### config.mk
export PLATFORM = sky130hd
export DESIGN_NAME = instr_fetch_ctrl
export DESIGN_NICKNAME = d
export VERILOG_FILES = /design/src/rtl/mcu_fetch_pkg.sv /design/src/rtl/fetch_ret_stack.sv /design/src/rtl/instr_fetch_ctrl.sv
export SDC_FILE = /design/constraint.sdc
export NUM_CORES = 1
export LEC_CHECK = 0
export BUFFER_PORTS_ARGS = -buffer_cell sky130_fd_sc_hd__buf_4
export CAP_MARGIN = 10
export CORE_UTILIZATION = 47
export DETAILED_ROUTE_END_ITERATION = 10
export GPL_TIMING_DRIVEN = 0
export PLACE_DENSITY = 0.79
export SYNTH_ARGS = -nofsm -noshare
export SYNTH_HDL_FRONTEND = slang
export SYNTH_SLANG_ARGS = --single-unit
export TNS_END_PERCENT = 20
### constraint.sdc
create_clock -name clk -period 1.6 [get_ports clk]
set_clock_uncertainty 0.1 [all_clocks]
set_input_delay 0.16 -clock clk [delete_from_list [all_inputs] [get_ports clk]]
set_output_delay 0.16 -clock clk [all_outputs]
set_load 0.005 [all_outputs]
### src/rtl/mcu_fetch_pkg.sv
// ============================================================================
//  Module      : mcu_fetch_pkg
//  Description : Shared types and constants for the MCU instruction fetch
//                path (program ROM geometry, reset vector, bubble word,
//                fetch FSM states and per-cycle fetch action arbitration).
//  Revision    : 1.0  initial release
// ============================================================================
`default_nettype none

package mcu_fetch_pkg;

   // Program ROM geometry shared with the ROM and the decoder
   localparam int              FETCH_ADDR_W      = 11;
   localparam int              FETCH_DATA_W      = 14;
   localparam int              FETCH_STACK_DEPTH = 8;
   localparam logic [10:0]     FETCH_RESET_VEC   = 11'h000;
   localparam logic [13:0]     FETCH_NOP_WORD    = 14'h0000;

   // Fetch sequencer states
   typedef enum logic [1:0] {
      S_BOOT  = 2'd0,
      S_RUN   = 2'd1,
      S_FLUSH = 2'd2
   } fetch_state_t;

   // What the fetch unit does in a given cycle, after priority resolution
   typedef enum logic [2:0] {
      ACT_HOLD = 3'd0,
      ACT_RET  = 3'd1,
      ACT_CALL = 3'd2,
      ACT_JUMP = 3'd3,
      ACT_SKIP = 3'd4,
      ACT_SEQ  = 3'd5
   } fetch_act_t;

   // Resolve the request lines into one action: stall > ret > call > jump > skip
   function automatic fetch_act_t fetch_arbitrate(
      input logic stall,
      input logic ret,
      input logic call,
      input logic jump,
      input logic skip
   );
      fetch_act_t act;
      if (stall)      act = ACT_HOLD;
      else if (ret)   act = ACT_RET;
      else if (call)  act = ACT_CALL;
      else if (jump)  act = ACT_JUMP;
      else if (skip)  act = ACT_SKIP;
      else            act = ACT_SEQ;
      return act;
   endfunction

endpackage

`default_nettype wire

### src/rtl/fetch_ret_stack.sv
// ============================================================================
//  Module      : fetch_ret_stack
//  Description : Circular return-address stack. A push when full overwrites
//                the oldest entry, a pop when empty returns the wrapped entry;
//                either sets a sticky overflow flag. Reset clears only the
//                pointer, fill count and flag, never the stored addresses.
//                Used by instr_fetch_ctrl when FETCH_STACK_EN is defined.
//  Revision    : 1.0  initial release
// ============================================================================
`default_nettype none

module fetch_ret_stack #(
   parameter int ADDR_W = mcu_fetch_pkg::FETCH_ADDR_W,
   parameter int DEPTH  = mcu_fetch_pkg::FETCH_STACK_DEPTH
) (
   input  logic              clk,
   input  logic              rst_n,
   input  logic              push_i,
   input  logic              pop_i,
   input  logic [ADDR_W-1:0] push_data_i,
   output logic [ADDR_W-1:0] top_o,
   output logic              ovf_o
);

   localparam int               c_ptr_w = $clog2(DEPTH);
   localparam logic [c_ptr_w:0] c_full  = (c_ptr_w + 1)'(DEPTH);

   logic [ADDR_W-1:0]  mem_q [DEPTH];
   logic [c_ptr_w-1:0] ptr_q, ptr_d;
   logic [c_ptr_w:0]   cnt_q, cnt_d;
   logic               ovf_q, ovf_d;
   logic [c_ptr_w-1:0] w_top_idx;

   // ptr_q is the next free slot; the top entry sits just below it (mod DEPTH)
   assign w_top_idx = ptr_q - c_ptr_w'(1);
   assign top_o     = mem_q[w_top_idx];
   assign ovf_o     = ovf_q;

   // Pointer / fill count / sticky overflow next-state
   always_comb begin
      ptr_d = ptr_q;
      cnt_d = cnt_q;
      ovf_d = ovf_q;
      if (push_i) begin
         ptr_d = ptr_q + c_ptr_w'(1);
         if (cnt_q == c_full) ovf_d = 1'b1;
         else                 cnt_d = cnt_q + (c_ptr_w + 1)'(1);
      end else if (pop_i) begin
         ptr_d = w_top_idx;
         if (cnt_q == '0) ovf_d = 1'b1;
         else             cnt_d = cnt_q - (c_ptr_w + 1)'(1);
      end
   end

   // Control registers, asynchronously reset
   always_ff @(posedge clk or negedge rst_n) begin
      if (!rst_n) begin
         ptr_q <= '0;
         cnt_q <= '0;
         ovf_q <= 1'b0;
      end else begin
         ptr_q <= ptr_d;
         cnt_q <= cnt_d;
         ovf_q <= ovf_d;
      end
   end

   // Entry storage, deliberately outside the reset domain
   always_ff @(posedge clk) begin
      if (push_i) mem_q[ptr_q] <= push_data_i;
   end

endmodule

`default_nettype wire

### src/rtl/instr_fetch_ctrl.sv
// ============================================================================
//  Module      : instr_fetch_ctrl
//  Description : Program-ROM fetch sequencer. Owns the PC, drives the ROM
//                address and registers the returned word into the IR with
//                its fetch address and a valid flag. Handles stall, jump,
//                call/return and skip requests from decode/execute.
//                Build option: define FETCH_STACK_EN to include the return
//                stack; otherwise call acts as jump, return is ignored and
//                stack_ovf_o is tied low.
//  Revision    : 1.0  initial release
// ============================================================================
`default_nettype none

module instr_fetch_ctrl
   import mcu_fetch_pkg::*;
#(
   parameter int                ADDR_W      = FETCH_ADDR_W,
   parameter int                DATA_W      = FETCH_DATA_W,
   parameter logic [ADDR_W-1:0] RESET_VEC   = FETCH_RESET_VEC,
   parameter int                STACK_DEPTH = FETCH_STACK_DEPTH,
   parameter logic [DATA_W-1:0] NOP_WORD    = FETCH_NOP_WORD
) (
   input  logic              clk,
   input  logic              rst_n,
   output logic [ADDR_W-1:0] rom_addr_o,
   input  logic [DATA_W-1:0] rom_data_i,
   input  logic              stall_i,
   input  logic              jump_en_i,
   input  logic              call_en_i,
   input  logic              ret_en_i,
   input  logic [ADDR_W-1:0] jump_addr_i,
   input  logic              skip_i,
   output logic [DATA_W-1:0] ir_o,
   output logic [ADDR_W-1:0] ir_pc_o,
   output logic              ir_valid_o,
   output logic              stack_ovf_o
);

   fetch_state_t      state_q, state_d;
   logic [ADDR_W-1:0] pc_q, pc_d;
   logic [DATA_W-1:0] ir_q, ir_d;
   logic [ADDR_W-1:0] ir_pc_q, ir_pc_d;
   logic              ir_valid_q, ir_valid_d;

   fetch_act_t        w_act;
   logic              w_ret_req;
   logic              w_push;
   logic              w_pop;
   logic [ADDR_W-1:0] w_stack_top;

`ifdef FETCH_STACK_EN
   assign w_ret_req = ret_en_i;

   fetch_ret_stack #(
      .ADDR_W (ADDR_W),
      .DEPTH  (STACK_DEPTH)
   ) u_ret_stack (
      .clk         (clk),
      .rst_n       (rst_n),
      .push_i      (w_push),
      .pop_i       (w_pop),
      .push_data_i (pc_q),
      .top_o       (w_stack_top),
      .ovf_o       (stack_ovf_o)
   );
`else
   // Without a stack a return has nowhere to go: drop it and fetch normally
   logic w_unused_cfg;
   assign w_ret_req    = 1'b0;
   assign w_stack_top  = '0;
   assign stack_ovf_o  = 1'b0;
   assign w_unused_cfg = ret_en_i ^ w_push ^ w_pop ^ STACK_DEPTH[0];
`endif

   assign w_act = fetch_arbitrate(stall_i, w_ret_req, call_en_i, jump_en_i, skip_i);

   // ROM is combinational, so the address is simply the PC register
   assign rom_addr_o  = pc_q;
   assign ir_o        = ir_q;
   assign ir_pc_o     = ir_pc_q;
   assign ir_valid_o  = ir_valid_q;

   // Next-state for PC, IR and FSM from the arbitrated action
   always_comb begin
      state_d    = state_q;
      pc_d       = pc_q;
      ir_d       = ir_q;
      ir_pc_d    = ir_pc_q;
      ir_valid_d = ir_valid_q;
      w_push     = 1'b0;
      w_pop      = 1'b0;
      case (w_act)
         ACT_RET: begin
            pc_d       = w_stack_top;
            w_pop      = 1'b1;
            ir_d       = NOP_WORD;
            ir_pc_d    = pc_q;
            ir_valid_d = 1'b0;
            state_d    = S_FLUSH;
         end
         ACT_CALL: begin
            // pc_q already points past the CALL, so it is the return address
            pc_d       = jump_addr_i;
            w_push     = 1'b1;
            ir_d       = NOP_WORD;
            ir_pc_d    = pc_q;
            ir_valid_d = 1'b0;
            state_d    = S_FLUSH;
         end
         ACT_JUMP: begin
            pc_d       = jump_addr_i;
            ir_d       = NOP_WORD;
            ir_pc_d    = pc_q;
            ir_valid_d = 1'b0;
            state_d    = S_FLUSH;
         end
         ACT_SKIP: begin
            pc_d       = pc_q + ADDR_W'(1);
            ir_d       = NOP_WORD;
            ir_pc_d    = pc_q;
            ir_valid_d = 1'b0;
            state_d    = S_RUN;
         end
         ACT_SEQ: begin
            // Covers boot, run and the cycle leaving a flush alike
            pc_d       = pc_q + ADDR_W'(1);
            ir_d       = rom_data_i;
            ir_pc_d    = pc_q;
            ir_valid_d = 1'b1;
            state_d    = S_RUN;
         end
         default: begin
            // Stall: everything holds
         end
      endcase
   end

   // Fetch state registers, asynchronously reset
   always_ff @(posedge clk or negedge rst_n) begin
      if (!rst_n) begin
         state_q    <= S_BOOT;
         pc_q       <= RESET_VEC;
         ir_q       <= NOP_WORD;
         ir_pc_q    <= '0;
         ir_valid_q <= 1'b0;
      end else begin
         state_q    <= state_d;
         pc_q       <= pc_d;
         ir_q       <= ir_d;
         ir_pc_q    <= ir_pc_d;
         ir_valid_q <= ir_valid_d;
      end
   end

endmodule

`default_nettype wire

# Yosys cells after proc, flatten, opt, wreduce, memory -nomap -nowiden

Cells that the tools add are included.

Add/subtract/negate cells: 1
Eq/ne operators: 5
Mux-type cells: 7
Reduce and logical (&&, ||, !) cells: 6

Operators with widths:

| cell                    | count |
|---|---|
| $pmux W11 S3            | 1 |
| $pmux W14 S2            | 1 |
| $add A11 B1 Y11 const B | 1 |
| $mux W3                 | 3 |
| $eq A3 B2 Y1 const B    | 2 |
| $eq A3 B3 Y1 const B    | 2 |
| $reduce_or A5 Y1        | 1 |
| $reduce_or A2 Y1        | 2 |
| $reduce_or A4 Y1        | 1 |
| $eq A3 B1 Y1 const B    | 1 |
| $reduce_bool A3 Y1      | 1 |
| $pmux W1 S2             | 1 |
| $reduce_bool A2 Y1      | 1 |
| $mux W1                 | 1 |

Bits in registers: 37
Input bits: 32
Output and inout port bits: 38
Word-level logic and storage cells: 23

# Longest topological paths before layout

Depth in word-level cells: 7
Mapped depth: 4
Gate-level depth less buffers: 4

# Worst setup path after synthesis

OpenSTA, ideal clock, no wires.

Kind: register to register
Start point: register pc_q[0] (netlist: rom_addr_o[0])
End point: register pc_q[6] (netlist: rom_addr_o[6])
Library setup time: 0.126 ns
Data arrival time: 1.300 ns
Data required time: 1.374 ns
Path slack: 0.074 ns
Stages on the path, launching flop included: 5
Path buffers: 0
Clock period less this slack: 1.526 ns
Cells stage by stage: dfrtp_1 -> ha_1 -> and3_1 -> a221o_1 -> o311a_1

Longest elaborated chain between the ends: 2

RTL lines:

| element                | line                                             | RTL |
|---|---|---|
| start, declared        | instr_fetch_ctrl.sv:40                           | `logic [ADDR_W-1:0] pc_q, pc_d;` |
| start signal, assigned | instr_fetch_ctrl.sv:148                          | `pc_q <= pc_d;` |
| $add A11 B1 Y11        | instr_fetch_ctrl.sv:118, instr_fetch_ctrl.sv:126 |  |
| $pmux W11 S3           | instr_fetch_ctrl.sv:92                           | `case (w_act)` |

Every way passes these cells.
A chain may end at the register's enable or synchronous reset.

# Final worst setup path

Start point: register pc_q[5] (netlist: rom_addr_o[5])
End point: register pc_q[9] (netlist: rom_addr_o[9])

The elaborated chain is that of the path after synthesis.

==> metrics.md <==
| Metric | Value |
|---|---|
| # rows | 21 |
| Final Instance Area | 2580 um^2 |
| Detail Route Antenna Nets | 0 |
| Final hold viol count | 0 |
| Nets | 281 |
| DR vias/cell | 5.62 |
| DR DRC count | 0 |
| Num CTS Buffers | 5 |
| Initial DRT Pass Iterations | 4 |
| Register clock-pin slew on the reported worst setup and hold paths | 0.11 ns |
| Async SR Flop Fraction | 1.00 |
| Setup WS post-layout | 0.0445 ns |
| Synth cell types | 41 |
| Core outline area | 3390 um^2 |
| Grt peak-use layer | met2 |
| Yosys top cell area share | 0.551 |
| Total global-route track usage | 0.255 |
| VDD IR max | 0.000567 V |
| Mapped Cells | 150 |
| CTS tree | done |
| Synthesis Warnings | 0 |
| Ports | 70 |
| Die W | 61.8 um |
| Synth Register Bits | 37 |
| Power Density | 903 nW/um^2 |
| Die Footprint | 3820 um^2 |
| Crit Path Class | flop to flop |
| Initial antenna violation count | 0 |
| Pre-CTS setup slack | -0.0853 ns |
| Post-synthesis mux area share | 0.0596 |
| Synthesized area per cell | approximately 11 um^2 |
| DR iter-0 viols | 90 |
| Pleak | 1.24 nW |
| Final core occ | 0.763 |
| Post-Synth Adder-Cell Area | 0.00745 |
| Routed WL | approximately 4700 um |
| Largest family of logic cells by synthesized area | compound AO/OA/AOI/OAI gates |
| Met3 usage | 0.0787 |
| Max H-tree Level | 2 |
| Simple-Gate Fraction of Synth Area | 0.164 |
| Number of synthesized flops with an enable pin | 0 |
| Starting Density | 0.496 |
| FF+latch area | 933 um^2 |
| Crit Path Max Fanout | 8 |
| Root Driver | clkbuf_4 |
| Clock buffer depth | 2 |
| Setup crit start kind | flop |
| CP arrival | 1.70 ns |
| Post-Synth XOR/XNOR Area | 0 |
| Gr ovfl total | 0 |
| Multi-input logic area | 707 um^2 |
| Ant diodes | 0 |
| Slew headroom | 0.667 |
| RR Startpoint | rom_addr_o[5] |
| Syn Nets | ~180 |
| Area delta synth->final | 53.8% |
| Req. time, crit path | 1.74 ns |
| # placed instances | 263 |
| Drt wl/cell | 15.9 um |
| Setup TNS | 0 ns |
| Final period util | 0.972 |
| Buffers added on ports | 67 |
| Detail Placement HPWL | 3120 um |
| Top post-synthesis cells by area | dfrtp_1, a22o_1, mux2_1 |
| Status | complete, no violations |
| Crit path launch | rom_addr_o[5] |
| Final slew viol count | 0 |
| Pin count of the biggest net entering global routing | 38 |
| TritonCTS Sinks | 37 |
| Worst-Margin Slew | 0.500 ns |
| GPL Wtd Cong | 0.887 |
| Final std cells w/o fill | 295 |
| Vias | between 1,500 and 2,000 |
| HP Start | jump_addr_i[4] |
| Number of fill cells in the layout | roughly 230 |
| Synth Area in Compound Gates | 0.177 |
| Grt met2 use | 0.436 |
| CP Capture Type | flop |
| Share of the yosys chip area belonging to registers | 0.551 |
| Die Y | just over 60 um |
| Synth area leader | dfrtp_1 |
| Max-cap violations | 0 |
| Main synth FF type | dfrtp_1 |
| Highest clock rate | 643 MHz |
| Most common cell after layout, fill and taps aside | buf_4 |
| Worst skew pair latency | ~0.36 ns |
| Fin crit period | 1.56 ns |
| Synth Cell Area | 1680 um^2 |
| First-pass GRT wire length | about 6900 um |
| Count of final setup violators | 0 |
| Hold Crit Class | primary input to flop |
| Layout cell share with drive strength beyond 1 | 0.394 |
| Most frequent cells in the layout | buf_4, dfrtp_1, dlygate4sd3_1, a22o_1, nand2_1 |
| Placed inst area | 2240 um^2 |
| Met1 Usage GRT | 0.301 |
| Vias in the first global route | roughly 1,500 |
-- metal layers --
| layer | vias to the layer above | wire length [um] |
|---|---|---|
| li1 | 763 | - |
| met1 | 795 | 1830 |
| met2 | 92 | 2440 |
| met3 | 9 | 331 |
| met4 | 0 | 83 |
| met5 | - | 0 |
-- flip-flops by register name (all words and copies together), names as in the netlist --
signal,flops
ir_o,14
ir_pc_o,11
rom_addr_o,11
ir_valid_o,1
-- repair_timing --
| action | 4_1_cts | 5_1_grt |
|---|---|---|
| setup endpoints to repair | 3 | 3 |
| hold buffers | 20 | 0 |
| endpoints found under the hold margin | 56 | 0 |
| pin swaps | 0 | 1 |
| gates resized for setup | 5 | 4 |
| setup buffers | 0 | 4 |
-- synthesized netlist by cell type (all sizes together) (2+ instances only) --
cell and instances:
dfrtp 37, a22o 14, nand2 13, o21ai 11, mux2 8, buf 7
nand4 7, nand3 6, nor3 6, nor2 5, a21oi 4, inv 4
o211ai 3, clkbuf 2, nand4b 2, o31a 2, or3 2
-- cell type report --
| type | instances | share of cell area |
|---|---|---|
| repair buffers | 91 | 0.284 |
| plain buffers | 9 | 0.0194 |
| flip-flops and latches | 37 | 0.361 |
| well taps | 46 | 0.0223 |
| clock inverters | 2 | 0.0145 |
| clock buffers | 6 | 0.0198 |
| inverters | 4 | 0.00581 |
| multi-input cells | 100 | 0.273 |
-- cells by family (layout without fill, tap and decap cells) --
kind of cell / Yosys count / in the layout
DFF: 37 / 37
buffers and inverters: 13 / 112
and+or+nand+nor: 48 / 48
muxes: 9 / 9
adders and majority gates: 1 / 1
AOI/OAI and AO/OA: 41 / 41
other: 1 / 1
-- power breakdown --
part / switching (mW) / internal [mW]
Clock: 0.315 / 0.371
Sequential: 0.100 / 1.04
Combinational: 0.209 / 0.303
-- per-stage QoR --
step,hold slack (ns),total power [mW]
global placement,0.0401,1.57
floorplan,-0.236,1.30
CTS,0.0143,2.33
global route,0.0303,2.45
finish,0.0266,2.33
detailed placement,0.0489,1.59
-- worst paths after layout --
check / depth (start not counted) / slack [ns] / end
max: 3 / 0.04 / rom_addr_o[9]
min: 3 / 0.03 / rom_addr_o[4]
max reg2reg: 3 / 0.04 / rom_addr_o[9]
min reg2reg: 1 / 0.40 / ir_valid_o
max in group asynchronous: 2 / 0.85 / rom_addr_o[0]
min in group asynchronous: 2 / 0.17 / ir_pc_o[7]
-- critical path, stage by stage (launching register included) --
cell	delay [ns]
dfrtp_2	0.45
nand4_2	0.20
or3_1	0.39
a221oi_1	0.29
No activity file was read; power rests on OpenSTA's default activity.
